===== config.mk =====
export PLATFORM = sky130hd
export DESIGN_NAME = kf_bus_control_unit
export DESIGN_NICKNAME = d
export VERILOG_FILES = /design/src/rtl/kf_bus_pkg.sv /design/src/rtl/kf_bus_control_unit_synchronizer.sv /design/src/rtl/kf_bus_control_unit.sv
export SDC_FILE = /design/constraint.sdc
export NUM_CORES = 1
export LEC_CHECK = 0
export CORE_ASPECT_RATIO = 0.5
export CORE_MARGIN = 2
export CORE_UTILIZATION = 36
export DETAILED_ROUTE_END_ITERATION = 8
export GPL_ROUTABILITY_DRIVEN = 0
export PLACE_DENSITY = 0.88
export SYNTH_ARGS = -nofsm -noshare
export SYNTH_HDL_FRONTEND = slang
export SYNTH_SLANG_ARGS = --single-unit

===== constraint.sdc =====
create_clock -name clock -period 1.3 [get_ports clock]
set_input_delay 0.26 -clock clock [delete_from_list [all_inputs] [get_ports clock]]
set_output_delay 0.26 -clock clock [all_outputs]
set_load 0.1 [all_outputs]

===== src/rtl/kf_bus_pkg.sv =====
// Shared types and helpers for the KF-series bus control unit.
//   bus_state_t : access tracking states (IDLE, WRITE, READ)
//   num_regs()  : number of decoded register slots for a given address width
//   onehot()    : address to one-hot decode, sized for the widest supported bus
package kf_bus_pkg;

  typedef enum logic [1:0] {
    IDLE  = 2'd0,
    WRITE = 2'd1,
    READ  = 2'd2
  } bus_state_t;

  // Widest address bus the one-hot helper covers; callers size-cast the result.
  localparam int MAX_ADDR_WIDTH = 8;
  localparam int MAX_REGS       = 1 << MAX_ADDR_WIDTH;

  function automatic int num_regs(input int addr_width);
    return 1 << addr_width;
  endfunction

  function automatic logic [MAX_REGS-1:0] onehot(input logic [MAX_ADDR_WIDTH-1:0] addr);
    logic [MAX_REGS-1:0] vec;
    vec       = '0;
    vec[addr] = 1'b1;
    return vec;
  endfunction

endpackage


===== src/rtl/kf_bus_control_unit_synchronizer.sv =====
// Input synchroniser for the board bus signals.
//   clock, reset : system clock, asynchronous active-high reset
//   async_in     : raw bus inputs (WIDTH bits)
//   sync_out     : inputs after SYNC_STAGES flops (direct when SYNC_STAGES = 0)
// RESET_VALUE gives each bit its own reset level so active-low strobes come
// out of reset deasserted.
module kf_bus_input_synchronizer #(
  parameter int               WIDTH       = 1,
  parameter int               SYNC_STAGES = 0,
  parameter logic [WIDTH-1:0] RESET_VALUE = '0
) (
  input  logic             clock,
  input  logic             reset,
  input  logic [WIDTH-1:0] async_in,
  output logic [WIDTH-1:0] sync_out
);

  // At least one flop is declared so the chain is well formed; with
  // SYNC_STAGES = 0 it is bypassed and trimmed by synthesis.
  localparam int DEPTH = (SYNC_STAGES == 0) ? 1 : SYNC_STAGES;

  logic [WIDTH-1:0] stage_q [DEPTH];

  always_ff @(posedge clock or posedge reset) begin
    if (reset) begin
      for (int i = 0; i < DEPTH; i++) stage_q[i] <= RESET_VALUE;
    end else begin
      stage_q[0] <= async_in;
      for (int i = 1; i < DEPTH; i++) stage_q[i] <= stage_q[i-1];
    end
  end

  assign sync_out = (SYNC_STAGES == 0) ? async_in : stage_q[DEPTH-1];

endmodule


===== src/rtl/kf_bus_control_unit.sv =====
// Data-bus buffer and read/write control for KF-series peripherals.
//   clock, reset        : system clock, asynchronous active-high reset
//   chip_select_n       : CS#, active low
//   read_enable_n       : RD#, active low
//   write_enable_n      : WR#, active low
//   address             : register address (ADDR_WIDTH bits)
//   data_bus_in         : CPU write data
//   read_data           : register read values, slot i at [i*DATA_WIDTH +: DATA_WIDTH]
//   internal_data_bus   : captured write data, held until the next write
//   write_strobe        : one-hot, one cycle, on the trailing edge of WR#
//   read_active         : one-hot level for the duration of a read
//   read_end_strobe     : one-hot, one cycle, when a read completes
//   data_bus_out        : read data latched at the start of the read
//   data_bus_out_enable : external tristate drive enable
//   bus_busy            : high while an access is being tracked
module kf_bus_control_unit
  import kf_bus_pkg::*;
#(
  parameter int DATA_WIDTH  = 8,
  parameter int ADDR_WIDTH  = 2,
  parameter int SYNC_STAGES = 0
) (
  input  logic                                       clock,
  input  logic                                       reset,
  input  logic                                       chip_select_n,
  input  logic                                       read_enable_n,
  input  logic                                       write_enable_n,
  input  logic [ADDR_WIDTH-1:0]                      address,
  input  logic [DATA_WIDTH-1:0]                      data_bus_in,
  input  logic [num_regs(ADDR_WIDTH)*DATA_WIDTH-1:0] read_data,
  output logic [DATA_WIDTH-1:0]                      internal_data_bus,
  output logic [num_regs(ADDR_WIDTH)-1:0]            write_strobe,
  output logic [num_regs(ADDR_WIDTH)-1:0]            read_active,
  output logic [num_regs(ADDR_WIDTH)-1:0]            read_end_strobe,
  output logic [DATA_WIDTH-1:0]                      data_bus_out,
  output logic                                       data_bus_out_enable,
  output logic                                       bus_busy
);

  localparam int NUM_REGS = num_regs(ADDR_WIDTH);
  localparam int SYNC_W   = 3 + ADDR_WIDTH + DATA_WIDTH;
  // Strobes reset deasserted (high); address and data reset to zero.
  localparam logic [SYNC_W-1:0] SYNC_RESET = {3'b111, {(ADDR_WIDTH + DATA_WIDTH){1'b0}}};

  logic [SYNC_W-1:0]     sync_vec;
  logic                  s_cs, s_rd, s_wr;
  logic [ADDR_WIDTH-1:0] s_addr;
  logic [DATA_WIDTH-1:0] s_data;

  // ---- synchroniser stage ----
  kf_bus_input_synchronizer #(
    .WIDTH       (SYNC_W),
    .SYNC_STAGES (SYNC_STAGES),
    .RESET_VALUE (SYNC_RESET)
  ) u_sync (
    .clock    (clock),
    .reset    (reset),
    .async_in ({chip_select_n, read_enable_n, write_enable_n, address, data_bus_in}),
    .sync_out (sync_vec)
  );

  assign {s_cs, s_rd, s_wr, s_addr, s_data} = sync_vec;

  // ---- access tracking FSM and registered outputs ----
  bus_state_t            state_q, state_d;
  logic [ADDR_WIDTH-1:0] waddr_q, waddr_d;
  logic [ADDR_WIDTH-1:0] raddr_q, raddr_d;
  logic [DATA_WIDTH-1:0] idb_d, dbo_d;
  logic [NUM_REGS-1:0]   ws_d, ra_d, re_d;
  logic                  en_d, busy_d;
  logic [DATA_WIDTH-1:0] read_slot;

  assign read_slot = read_data[int'(s_addr)*DATA_WIDTH +: DATA_WIDTH];

  always_comb begin
    state_d = state_q;
    waddr_d = waddr_q;
    raddr_d = raddr_q;
    idb_d   = internal_data_bus;
    dbo_d   = data_bus_out;
    ws_d    = '0;
    re_d    = '0;
    ra_d    = read_active;
    en_d    = data_bus_out_enable;
    case (state_q)
      IDLE: begin
        // Write takes priority when RD# and WR# are both low.
        if (!s_cs && !s_wr) begin
          state_d = WRITE;
          idb_d   = s_data;
          waddr_d = s_addr;
        end else if (!s_cs && !s_rd) begin
          state_d = READ;
          dbo_d   = read_slot;
          raddr_d = s_addr;
          ra_d    = NUM_REGS'(onehot(MAX_ADDR_WIDTH'(s_addr)));
          en_d    = 1'b1;
        end
      end
      WRITE: begin
        if (s_cs) begin
          // CS# lost before WR# completed: drop the access silently.
          state_d = IDLE;
        end else if (s_wr) begin
          state_d = IDLE;
          ws_d    = NUM_REGS'(onehot(MAX_ADDR_WIDTH'(waddr_q)));
        end else begin
          idb_d   = s_data;
          waddr_d = s_addr;
        end
      end
      READ: begin
        // Either strobe ending the read completes it, so side effects always fire.
        if (s_rd || s_cs) begin
          state_d = IDLE;
          re_d    = NUM_REGS'(onehot(MAX_ADDR_WIDTH'(raddr_q)));
          ra_d    = '0;
          en_d    = 1'b0;
        end
      end
      default: state_d = IDLE;
    endcase
    busy_d = (state_d != IDLE);
  end

  always_ff @(posedge clock or posedge reset) begin
    if (reset) begin
      state_q             <= IDLE;
      waddr_q             <= '0;
      raddr_q             <= '0;
      internal_data_bus   <= '0;
      data_bus_out        <= '0;
      write_strobe        <= '0;
      read_active         <= '0;
      read_end_strobe     <= '0;
      data_bus_out_enable <= 1'b0;
      bus_busy            <= 1'b0;
    end else begin
      state_q             <= state_d;
      waddr_q             <= waddr_d;
      raddr_q             <= raddr_d;
      internal_data_bus   <= idb_d;
      data_bus_out        <= dbo_d;
      write_strobe        <= ws_d;
      read_active         <= ra_d;
      read_end_strobe     <= re_d;
      data_bus_out_enable <= en_d;
      bus_busy            <= busy_d;
    end
  end

endmodule


==> flow_metrics.env <==
export IMPL_wl_per_cell_um=21.2
export IMPL_yosysWarnings=0
export IMPL_avgSynthCellArea_um2=14.7
export IMPL_grt_max_degree=37
export IMPL_synth_cell_type_count=27
export IMPL_die_area_um2=4920
export IMPL_final_common_cell="clkdlybuf4s50_1"
export IMPL_vias_per_cell=5.12
export IMPL_initial_core_util=0.388
export IMPL_cts_root_buf="clkbuf_8"
export IMPL_antenna_left=0
export IMPL_dieHeight_um=50.6
export IMPL_cp_end_kind="flip-flop"
export IMPL_num_antenna_cells=0
export IMPL_arrival_ns=1.58
export IMPL_cts_tree="done"
export IMPL_synth_seq_cells=36
export IMPL_first_pass_iters=4
export IMPL_num_rows=16
export IMPL_seq_power_share=0.327
export IMPL_power_switching_mw=2.01
export IMPL_maxCapViolations=0
export IMPL_p_int_mw=2.59
export IMPL_setup_viol=18
export IMPL_whs_ns=0.333
export IMPL_clkLatencyLatePin_ns=0.29
export IMPL_final_cell_mix="42 x clkdlybuf4s50_1, 35 x dfrtp_1, 32 x buf_12"
export IMPL_wl_um=5520
export IMPL_hold_buffers=0
export IMPL_grt_pass1_vias=1589
export IMPL_path_cells="or4b_4 -> a21oi_4 -> o32ai_1"
export IMPL_fin_ws_ns=-0.123
export IMPL_nets=252
export IMPL_track_usage=0.251
export IMPL_worstMarginPinSlew_ns=0.362
export IMPL_syn_cell_area_um2=1560
export IMPL_antenna_found_initial=0
export IMPL_clock_power_share=0.174
export IMPL_hpwl_um=3350
export IMPL_finalMaxSlewViolations=0
export IMPL_pre_cts_slack_ns=-0.547
export IMPL_swShare=0.437
export IMPL_cts_sinks=36
export IMPL_vdd_drop_max_uv=626
export IMPL_cellLeakagePower_nw=1.36
export IMPL_ys_seq_area_frac=0.576
export IMPL_setup_tns_ns=-1.06
export IMPL_path_clk_slew_ns=0.08
export IMPL_critical_path_class="reg2reg"
export IMPL_post_route_util=0.759
export IMPL_synth_nets=153
export IMPL_cpPeakStageDelay_ns=0.50
export IMPL_cts_max_path_buffers=2
export IMPL_grt_remaining_overflow=0
export IMPL_fin_crit_sh=1.09
export IMPL_drive_gt1_frac=0.442
export IMPL_comb_power_share=0.499
export IMPL_drc_errors=0
export IMPL_crit_fanout=4
export IMPL_core_area_um2=4020
export IMPL_r2r_slack_ns=-0.12
export IMPL_crit_path_top_delay_cell="or4b_4"
export IMPL_period_minus_slack_ns=1.42
export IMPL_max_freq_ghz=0.703
export IMPL_grt_pass1_wl_um=9090
export IMPL_cp_start_kind="flip-flop"
export IMPL_vias=1332
export IMPL_final_hold_viol_count=0
export IMPL_cts_htree_levels=2
export IMPL_drt_iter0_drc=43
export IMPL_dieWidth_um=97.2
export IMPL_area_delta_synth_final_pct=95.4
export IMPL_syn_inst=106
export IMPL_num_io_pins=77
export IMPL_fin_skew_ns=0.00673
export IMPL_status="complete, but fails checks"
export IMPL_min_path_type="in2async"
export IMPL_p_per_area_nw_per_um2=1510
export IMPL_cts_buffers=5
export IMPL_worst_slew_margin_rel=0.756
export IMPL_crit_required_ns=1.46
export IMPL_portBuffers=76
export IMPL_grt_setup_unrepaired="yes"
export IMPL_violations="negative setup slack"
-- through the flow --
step / cell area, um^2 / power (mW) / cells
after floorplan: 1580 / 2.72 / 106
after global placement: 2810 / 3.65 / 245
after detailed placement: 2810 / 3.70 / 245
after CTS: 3100 / 4.57 / 262
after global routing: 3050 / 4.73 / 260
final: 3050 / 4.60 / 260
-- final cells by class --
cell class	instances	area [um^2]
inverters	10	37.5
repair buffers	96	1280
clock buffers	5	68.8
multi-input cells	56	682
flip-flops and latches	36	902
clock inverters	3	18.8
fillers	222	970
well taps	54	67.6
-- path summary, 6_finish.rpt --
path	to	cells past startpoint	startpoint
max	read_active[2]	3	state_q[1]
min	internal_data_bus[3]	3	reset
max reg2reg	read_active[2]	3	state_q[1]
min reg2reg	read_end_strobe[0]	1	raddr_q[0]
max in group asynchronous	state_q[1]	3	reset
min in group clock	read_end_strobe[0]	1	raddr_q[0]
-- kinds of logic after synthesis --
kind of cell           share of synthesized area
buffers and inverters                     0.0400
AO/OA/AOI/OAI                             0.0416
flip-flops                                 0.576
multiplexers                               0.263
AND/OR/NAND/NOR                           0.0793
-- worst max-delay path, delay by kind of cell (launching register included) --
family | cells | cell delay [ns]
simple gates | 1 | 0.50
flops | 1 | 0.45
compound gates | 2 | 0.34
-- Yosys cell counts (all sizes together) --
cell / n / area [um^2]
inv: 10 / 37.5
and4bb: 1 / 12.5
and3: 1 / 6.26
a31oi: 1 / 6.26
mux2: 18 / 203
buf: 3 / 21.3
nand2b: 1 / 6.26
nand2: 2 / 7.51
and3b: 1 / 8.76
or4b: 1 / 10.0
o21ai: 3 / 15.0
nor2: 4 / 17.5
mux4: 8 / 188
nand3: 1 / 10.0
nand3b: 1 / 7.51
nor3: 5 / 30.0
a21oi: 1 / 8.76
dfrtp: 36 / 901
clkbuf: 1 / 3.75
o32ai: 4 / 35.0
nor3b: 1 / 7.51
mux2i: 2 / 20.0
-- repair_timing --
action / 4_1_cts / 5_1_grt
cloned: 2 / 0
buffers inserted: 7 / 0
gates resized for setup: 30 / 1
endpoints found under the setup margin: 22 / 23
pin swaps: 4 / 0
-- metal layers --
layer,vias up,GRT usage,part of all wire
met1,688,0.298,0.40
met5,-,0,0
met2,48,0.470,0.54
li1,586,-,-
met4,0,0.0798,0.018
met3,10,0.0460,0.033
-- power groups by stage --
stage               logic, mW  registers (mW)  clock network [mW]
global route             2.35            1.52               0.858
finish                   2.29            1.51               0.799
global placement         2.16            1.49                   0
CTS                      2.30            1.49               0.789
detailed placement       2.20            1.51                   0
floorplan               0.268            2.45                   0
-- state kept, by name, summed over array words and instances, names as in the netlist --
name                 flops
state_q                  2
write_strobe             4
read_active              4
raddr_q                  2
data_bus_out             8
internal_data_bus        8
waddr_q                  2
data_bus_out_enable      1
bus_busy                 1
read_end_strobe          4
No activity file was read; power rests on OpenSTA's default activity.
